$ cat src/rtl/logic_pkg.sv
// Shared opcode and FSM encodings for the shared bitwise logic unit arbiter.
package logic_pkg;

  localparam logic [2:0] OP_AND  = 3'd0;
  localparam logic [2:0] OP_OR   = 3'd1;
  localparam logic [2:0] OP_NOT  = 3'd2;
  localparam logic [2:0] OP_NAND = 3'd3;
  localparam logic [2:0] OP_NOR  = 3'd4;
  localparam logic [2:0] OP_XOR  = 3'd5;
  localparam logic [2:0] OP_XNOR = 3'd6;
  localparam logic [2:0] OP_RSV  = 3'd7;

  typedef enum logic {
    ST_IDLE = 1'b0,
    ST_RESP = 1'b1
  } state_t;

endpackage

$ cat src/rtl/logic_op_unit.sv
// Combinational 32-bit bitwise logic unit; the reserved opcode yields zero and flags err.
module logic_op_unit
  import logic_pkg::*;
(
  input  logic [2:0]  op,
  input  logic [31:0] a,
  input  logic [31:0] b,
  output logic [31:0] y,
  output logic        err
);

  always_comb begin
    y   = '0;
    err = 1'b0;
    case (op)
      OP_AND:  y = a & b;
      OP_OR:   y = a | b;
      OP_NOT:  y = ~a;
      OP_NAND: y = ~(a & b);
      OP_NOR:  y = ~(a | b);
      OP_XOR:  y = a ^ b;
      OP_XNOR: y = ~(a ^ b);
      default: err = 1'b1;
    endcase
  end

endmodule

$ cat src/rtl/logic_arbiter.sv
// Round-robin arbiter sharing one logic unit among NREQ requesters, with a single
// registered response channel tagged by requester id.
module logic_arbiter
  import logic_pkg::*;
#(
  parameter int NREQ = 4,
  parameter int IDW  = $clog2(NREQ)
) (
  input  logic              clk,
  input  logic              resetn,
  input  logic [NREQ-1:0]   req_valid,
  output logic [NREQ-1:0]   req_ready,
  input  logic [3*NREQ-1:0] req_op,
  input  logic [32*NREQ-1:0] req_a,
  input  logic [32*NREQ-1:0] req_b,
  output logic              rsp_valid,
  input  logic              rsp_ready,
  output logic [IDW-1:0]    rsp_id,
  output logic [31:0]       rsp_data,
  output logic              rsp_err,
  output logic [31:0]       done_cnt,
  output state_t            dbg_state
);

  // Handshake: a transfer happens on a cycle where valid and ready are both high;
  // valid-side payload must stay stable until that cycle.
  state_t          state_q, state_d;
  logic [IDW-1:0]  last_grant;
  logic [IDW-1:0]  start;
  logic [IDW-1:0]  off;
  logic [IDW-1:0]  grant_idx;
  logic [2*NREQ-1:0] dbl_valid;
  logic [NREQ-1:0] rot_valid;
  logic            found;
  logic            can_issue;
  logic            fire;
  logic [2:0]      sel_op;
  logic [31:0]     sel_a, sel_b;
  logic [31:0]     unit_y;
  logic            unit_err;
  logic [31:0]     done_cnt_q;

  assign can_issue = resetn & ((state_q == ST_IDLE) | ((state_q == ST_RESP) & rsp_ready));

  // Rotate so the search starts at last_grant+1, find first, then rotate back.
  always_comb begin
    start     = IDW'(last_grant + 1'b1);
    dbl_valid = {req_valid, req_valid};
    rot_valid = NREQ'(dbl_valid >> start);
    found     = 1'b0;
    off       = '0;
    for (int i = 0; i < NREQ; i++) begin
      if (!found && rot_valid[i]) begin
        found = 1'b1;
        off   = IDW'(i);
      end
    end
    grant_idx = start + off;
    req_ready = (can_issue && found) ? ({{(NREQ-1){1'b0}}, 1'b1} << grant_idx) : '0;
  end

  assign fire   = |req_ready;
  assign sel_op = req_op[int'(grant_idx)*3 +: 3];
  assign sel_a  = req_a[int'(grant_idx)*32 +: 32];
  assign sel_b  = req_b[int'(grant_idx)*32 +: 32];

  logic_op_unit u_op (
    .op  (sel_op),
    .a   (sel_a),
    .b   (sel_b),
    .y   (unit_y),
    .err (unit_err)
  );

  always_ff @(posedge clk or negedge resetn) begin
    if (!resetn) state_q <= ST_IDLE;
    else         state_q <= state_d;
  end

  always_comb begin
    state_d = state_q;
    case (state_q)
      ST_IDLE: if (fire) state_d = ST_RESP;
      ST_RESP: if (rsp_ready) state_d = fire ? ST_RESP : ST_IDLE;
      default: state_d = ST_IDLE;
    endcase
  end

  always_ff @(posedge clk or negedge resetn) begin
    if (!resetn) begin
      rsp_id     <= '0;
      rsp_data   <= '0;
      rsp_err    <= 1'b0;
      last_grant <= IDW'(NREQ - 1);
      done_cnt_q <= '0;
    end else begin
      if (fire) begin
        rsp_id     <= grant_idx;
        rsp_data   <= unit_y;
        rsp_err    <= unit_err;
        last_grant <= grant_idx;
      end
      if (rsp_valid && rsp_ready) done_cnt_q <= done_cnt_q + 32'd1;
    end
  end

  assign rsp_valid = (state_q == ST_RESP);
  assign done_cnt  = done_cnt_q;
  assign dbg_state = state_q;

endmodule

$ cat config.mk
export PLATFORM = sky130hd
export DESIGN_NAME = logic_arbiter
export DESIGN_NICKNAME = d
export VERILOG_FILES = /design/src/rtl/logic_pkg.sv /design/src/rtl/logic_op_unit.sv /design/src/rtl/logic_arbiter.sv
export SDC_FILE = /design/constraint.sdc
export NUM_CORES = 1
export LEC_CHECK = 0
export BUFFER_PORTS_ARGS = -buffer_cell sky130_fd_sc_hd__buf_4
export CAP_MARGIN = 20
export CORE_AREA = 4 4 134 136
export CTS_CLUSTER_SIZE = 24
export DETAILED_ROUTE_END_ITERATION = 6
export DIE_AREA = 0 0 138 140
export PLACE_DENSITY = 0.85
export SYNTH_ARGS = -nofsm -noshare
export SYNTH_HDL_FRONTEND = slang
export SYNTH_SLANG_ARGS = --single-unit
$ cat constraint.sdc
create_clock -name clk -period 7.2 [get_ports clk]
set_clock_uncertainty 0.15 [all_clocks]
set_input_delay 1.44 -clock clk [delete_from_list [all_inputs] [get_ports clk]]
set_output_delay 1.44 -clock clk [all_outputs]
set_load 0.02 [all_outputs]
==> run summary, run 1 <==
Clk_lat worst skew -> 330 ps
Synth-to-Final Area Change -> 38.9%
Register-to-Register Path Depth -> 13
Buffers on Ports -> 347
Post-DP HPWL -> 21200 microns
Setup TNS -> 0 ps
Post-synth top area share -> 0.213
CP Capture Type -> primary output
WP data arrival -> 3810 ps
Top FF cell, synth -> dfrtp_1
# DRC -> 0
Status -> completed
Post-Synth Adder-Cell Area -> 0.103
Final hold violation count -> 0
Area leader, netlist -> dfrtp_1
Synth Cell Area -> 7980 sq um
Final setup viols -> 0
Compound-cell area share of the yosys netlist -> 0.181
Bufs on Longest Clock Path -> 2
Largest net degree at the start of global routing -> 72
Initial core utilization -> 0.471
Die height -> 140 microns
Area occupied by multi-input gates -> 5690 sq um
CTS Buf Count -> 9
Antenna-violating nets left -> 0
First-pass GRT wire length -> 44000 microns
Worst hold start -> done_cnt[31]
Minimum clock period after layout -> 5400 ps
IO Count -> 348
FFs w/ async S/R, synth -> 1.00
Max Slew Vio Count -> 0
Post-synth EDFFs -> 0
Post-CTS Setup Inserts -> 0
# rows -> 48
Final WS setup -> 1800 ps
Area contributors post-synth -> dfrtp_1 21%, mux4_2 17%, ha_1 10%
Multiplexer area fraction after synthesis -> 0.255
Antenna violations before repair -> 0
Avg Inst Size Synth -> 9.31 sq um
Vias in the first global route -> 8605
Syn nets -> 1198
Yosys warns -> 0
Post-Syn Instances -> 857
Storage cell area -> 1750 sq um
Gr ovfl total -> 0
Routed vias/inst -> 5.94
Synth Register Bits -> 70
Sequential share of the synthesized area -> 0.220
Crit path max fanout -> 20
Data required, critical path -> 5610 ps
Clock slew at reported path FFs -> 60 ps
GRT Total Usage -> 0.275
Layout cell share with drive strength beyond 1 -> 0.412
Period utilization -> 0.751
Unrepaired setup endpoints after global routing -> false
CTS sink count -> 70
Hold Crit Class -> register to register
Startpoint types -> input port
Crit Path Class -> input port to primary output
Area of the core -> 16900 sq um
Die W -> 138 microns
Hold Path Sink -> done_cnt[31]
XOR/XNOR Fraction of Synth Area -> 0.0441
Terminus of the critical flop-to-flop path -> rsp_data[15]
GP Congestion -> 0.854
WL/cell -> 19.7 microns
PostCTS Resize Cnt -> 0
CTS tree -> done
Root buf cell -> clkbuf_16
Largest family of logic cells by synthesized area -> multiplexers
Wirelength, routed -> 27500 microns
Setup WS pre-CTS -> 1460 ps
Antenna Cells -> 0
Via count -> 8286
Worst R2R Setup Slack -> 2500 ps
CTS Hold Buffers Added -> 0
Max Freq -> 185 MHz
Die area -> 19300 sq um
Max-Cap Viols -> 0
Commonest cells post-synth -> 87 x inv_1, 78 x nor2_1, 68 x dfrtp_1
R2R Path Start -> last_grant[0]
Max transition margin -> 0.356
Count leader, synth -> inv_1
Distinct cells, synth -> 56
Nets -> 1507
Fill cell count -> 1371
Worst slew pin tran -> 945 ps
DRT iter0 DRCs -> 689
H-tree depth -> 3
WHS Path Cells -> 1
DRT Pass-1 Iters -> 5
Simple-Gate Fraction of Synth Area -> 0.121
[critical path, stage by stage]
cell	delay [ps]
buf_4	150
or4_1	500
o2111ai_1	130
ha_4	180
xnor2_1	150
xnor2_2	190
xnor2_4	690
nor2_1	170
buf_4	210
[placed cells by master, fill, tap and decap left out, types with 14 or more instances in the layout]
| cell | n |
|---|---|
| o21ai_0 | 40 |
| mux4_2 | 60 |
| a21oi_1 | 14 |
| dfrtp_1 | 68 |
| inv_1 | 87 |
| nor3_1 | 30 |
| o211ai_1 | 37 |
| xnor2_1 | 24 |
| a221oi_1 | 17 |
| buf_4 | 360 |
| mux2_2 | 27 |
| nand2_1 | 66 |
| mux2i_1 | 30 |
| o2111ai_1 | 20 |
| nand3_1 | 14 |
| nor2_1 | 78 |
| ha_1 | 65 |
[state kept, by name (all words and copies together), names as in the netlist]
| register | cells |
|---|---|
| rsp_id | 2 |
| done_cnt | 32 |
| dbg_state | 1 |
| rsp_data | 32 |
| rsp_err | 1 |
| last_grant | 2 |
[worst max-delay path by stage]
| stage | start | to | slack (ps) | cells past startpoint |
|---|---|---|---|---|
| detailed placement | req_valid[3] | rsp_data[15] | 1460 | 11 |
| global placement | req_valid[3] | rsp_data[4] | 1520 | 12 |
| floorplan | req_valid[3] | req_ready[0] | 1440 | 11 |
| global route | req_valid[3] | rsp_data[12] | 1520 | 11 |
| CTS | req_valid[3] | req_ready[1] | 1760 | 9 |
| finish | req_valid[3] | req_ready[1] | 1800 | 9 |
[stage by stage]
step	instances	cell area (sq um)	hold slack, ps	utilization
floorplan	857	7980	343	-
global placement	1380	10800	307	0.635
detailed placement	1380	10800	312	0.635
CTS	1396	11100	322	0.655
global route	1396	11100	336	0.655
finish	1396	11100	317	0.655
[cell type report]
cell class	count	share of cell area
Multi-Input combinational cell	637	0.513
Clock inverter	7	0.00948
Tap cell	225	0.0254
Inverter	88	0.0298
Clock buffer	9	0.0203
Timing Repair Buffer	360	0.244
Sequential cell	70	0.158
[cell families (layout without fill, tap and decap cells)]
logic type               after synthesis  after routing
multiplexers                         123            123
adder cells (fa/ha/maj)               66             66
AND/OR/NAND/NOR                      219            219
flip-flops                            70             70
buffers and inverters                150            464
AO/OA/AOI/OAI                        194            194
XOR/XNOR                              35             35
[layer usage]
metal | global-route usage | share of wire | routed length [microns]
met1 | 0.349 | 0.39 | 10700
met4 | 0.110 | 0.032 | 874
met2 | 0.475 | 0.50 | 13900
met5 | 0 | 0 | 0
met3 | 0.0403 | 0.076 | 2090
Power of run 1 is left out: the tool's default activity adds up to more than one toggle a clock period on the data nets, which glitch-free logic cannot reach.
==> inputs of run 2 (changes only) <==
--- a/config.mk
+++ b/config.mk
@@ -7,11 +7,11 @@
 export LEC_CHECK = 0
 export BUFFER_PORTS_ARGS = -buffer_cell sky130_fd_sc_hd__buf_4
 export CAP_MARGIN = 20
-export CORE_AREA = 4 4 134 136
+export CORE_MARGIN = 4
+export CORE_UTILIZATION = 49
 export CTS_CLUSTER_SIZE = 24
 export DETAILED_ROUTE_END_ITERATION = 6
-export DIE_AREA = 0 0 138 140
-export PLACE_DENSITY = 0.85
+export PLACE_DENSITY = 0.87
 export SYNTH_ARGS = -nofsm -noshare
 export SYNTH_HDL_FRONTEND = slang
 export SYNTH_SLANG_ARGS = --single-unit
==> constraint.sdc (replaced) <==
create_clock -name clk -period 5.1 [get_ports clk]
set_clock_uncertainty 0.15 [all_clocks]
set_input_delay 1.02 -clock clk [delete_from_list [all_inputs] [get_ports clk]]
set_output_delay 1.02 -clock clk [all_outputs]
set_load 0.02 [all_outputs]
==> run 2 against run 1 <==
Flip-flop and latch count unchanged. Setup slack got worse by 1500 ps. Critical path depth increased by 1. Via count increased by 1.5%. Die area decreased by 4.8%. Final cell count increased by 0.29%. Core utilization increased by 4.8 points. Final area increased by 1.0%. First-iteration DRC count decreased by 3.3%. Critical endpoint is now req_ready[0].
==> run summary, run 2 (synthesis gave the netlist of run 1 again) <==
Commonest non-fill, non-tap cells in the layout -> 369 x buf_4, 87 x inv_1, 78 x nor2_1
Startpoint types -> input port
GRT Total Usage -> 0.294
DRT iter0 DRCs -> 666
Crit path max fanout -> 22
Design Area, Final -> 11200 sq um
Wirelength, routed -> 27500 microns
Most crowded layer after global routing -> met2
GRT met3 Usage -> 0.0371
H-tree depth -> 3
Die area -> 18400 sq um
Critical-path cell list -> buf_4 -> or4_1 -> o2111ai_1 -> ha_4 -> xnor2_1 -> xnor2_2 -> xnor2_4 -> buf_12 -> nor3_1 -> buf_4
WP data arrival -> 3670 ps
CTS tree -> done
Max-Cap Viols -> 0
Routed vias/inst -> 6.01
Via count -> 8408
Area of the core -> 15900 sq um
Max transition margin -> 0.356
Bufs on Longest Clock Path -> 2
Met2 usage -> 0.512
Max Slew Vio Count -> 0
Cell Area, Placed -> 10900 sq um
GP Congestion -> 0.897
Die height -> 136 microns
# DRC -> 0
Clock slew at reported path FFs -> 60 ps
# rows -> 46
Data required, critical path -> 3930 ps
Worst slew pin tran -> 966 ps
CTS sink count -> 70
Clk_lat worst skew -> 320 ps
PostCTS Resize Cnt -> 0
Post-CTS Setup Inserts -> 0
Gr ovfl total -> 0
Die W -> 136 microns
Largest net degree at the start of global routing -> 71
Antenna Cells -> 0
First-pass GRT wire length -> 43500 microns
Antenna violations before repair -> 0
Layout cell share with drive strength beyond 1 -> 0.418
Unrepaired setup endpoints after global routing -> false
Max Freq -> 207 MHz
DRT Pass-1 Iters -> 5
Root buf cell -> clkbuf_16
GR Util met1 -> 0.374
CP dominant cell by count -> buf_4
Slowest Stage Delay on Critical Path -> 790 ps
Slowest CP cell -> xnor2_4
Period utilization -> 0.949
Crit Path Class -> input port to primary output
Non-Filler Instances -> 1400
Post-DP HPWL -> 21100 microns
Vias in the first global route -> 8671
Nets -> 1520
Initial core utilization -> 0.501
CP Capture Type -> primary output
Buffers on Ports -> 347
Inst Count DP -> 1384
Antenna-violating nets left -> 0
IO Count -> 348
Minimum clock period after layout -> 4840 ps
Final setup viols -> 0
Setup TNS -> 0 ps
CTS Hold Buffers Added -> 0
Synth-to-Final Area Change -> 40.3%
CTS Buf Count -> 9
Final hold violation count -> 0
Commonest non-fill, non-tap cell in the layout -> buf_4
Hold Crit Class -> register to register
WL/cell -> 19.6 microns
Status -> completed
-- run 2: cell types whose count changed in the layout (fill, tap and decap cells not counted), sizes merged --
cell | before | now
clkbuf | 9 | 10
clkinv | 1 | 3
inv | 91 | 89
bufinv | 2 | 1
buf | 360 | 373
-- run 2: worst max-delay path, delay by kind of cell --
| kind | cells | cell delay, ps |
|---|---|---|
| fa+ha+maj | 1 | 180 |
| buf+inv | 3 | 600 |
| simple gates | 2 | 590 |
| compound gates | 1 | 150 |
| xor+xnor | 3 | 1130 |
-- run 2: path summary, 6_finish.rpt --
kind	start	end	slack [ps]	depth (start not counted)
worst min-delay path	done_cnt[31]	done_cnt[31]	320	1
worst max register to register	last_grant[0]	rsp_data[16]	770	16
worst max-delay path	req_valid[3]	req_ready[0]	260	10
worst min register to register	done_cnt[31]	done_cnt[31]	320	1
max in group asynchronous	resetn	rsp_data[4]	3410	2
min in group asynchronous	resetn	rsp_data[23]	790	2
-- run 2: routing by layer --
| layer | part of all wire | vias to the layer above |
|---|---|---|
| li1 | - | 3846 |
| met1 | 0.38 | 3991 |
| met2 | 0.51 | 479 |
| met3 | 0.080 | 92 |
| met4 | 0.030 | 0 |
| met5 | 0 | - |
-- run 2: per-stage QoR --
step                 util  setup slack [ps]  hold slack, ps
finish              0.702               260             316
global route        0.702               110             344
CTS                 0.702               256             320
detailed placement  0.683               140             308
global placement    0.683               292             309
floorplan               -               162             343
-- run 2: area by class of cell --
type	count	area [sq um]
Multi-Input combinational cell	637	5690
Fill cell	1204	4740
Timing Repair Buffer	373	2850
Sequential cell	70	1750
Inverter	88	330
Tap cell	216	270
Clock buffer	10	239
Clock inverter	6	68.8
Power of run 2 is left out for the same reason.
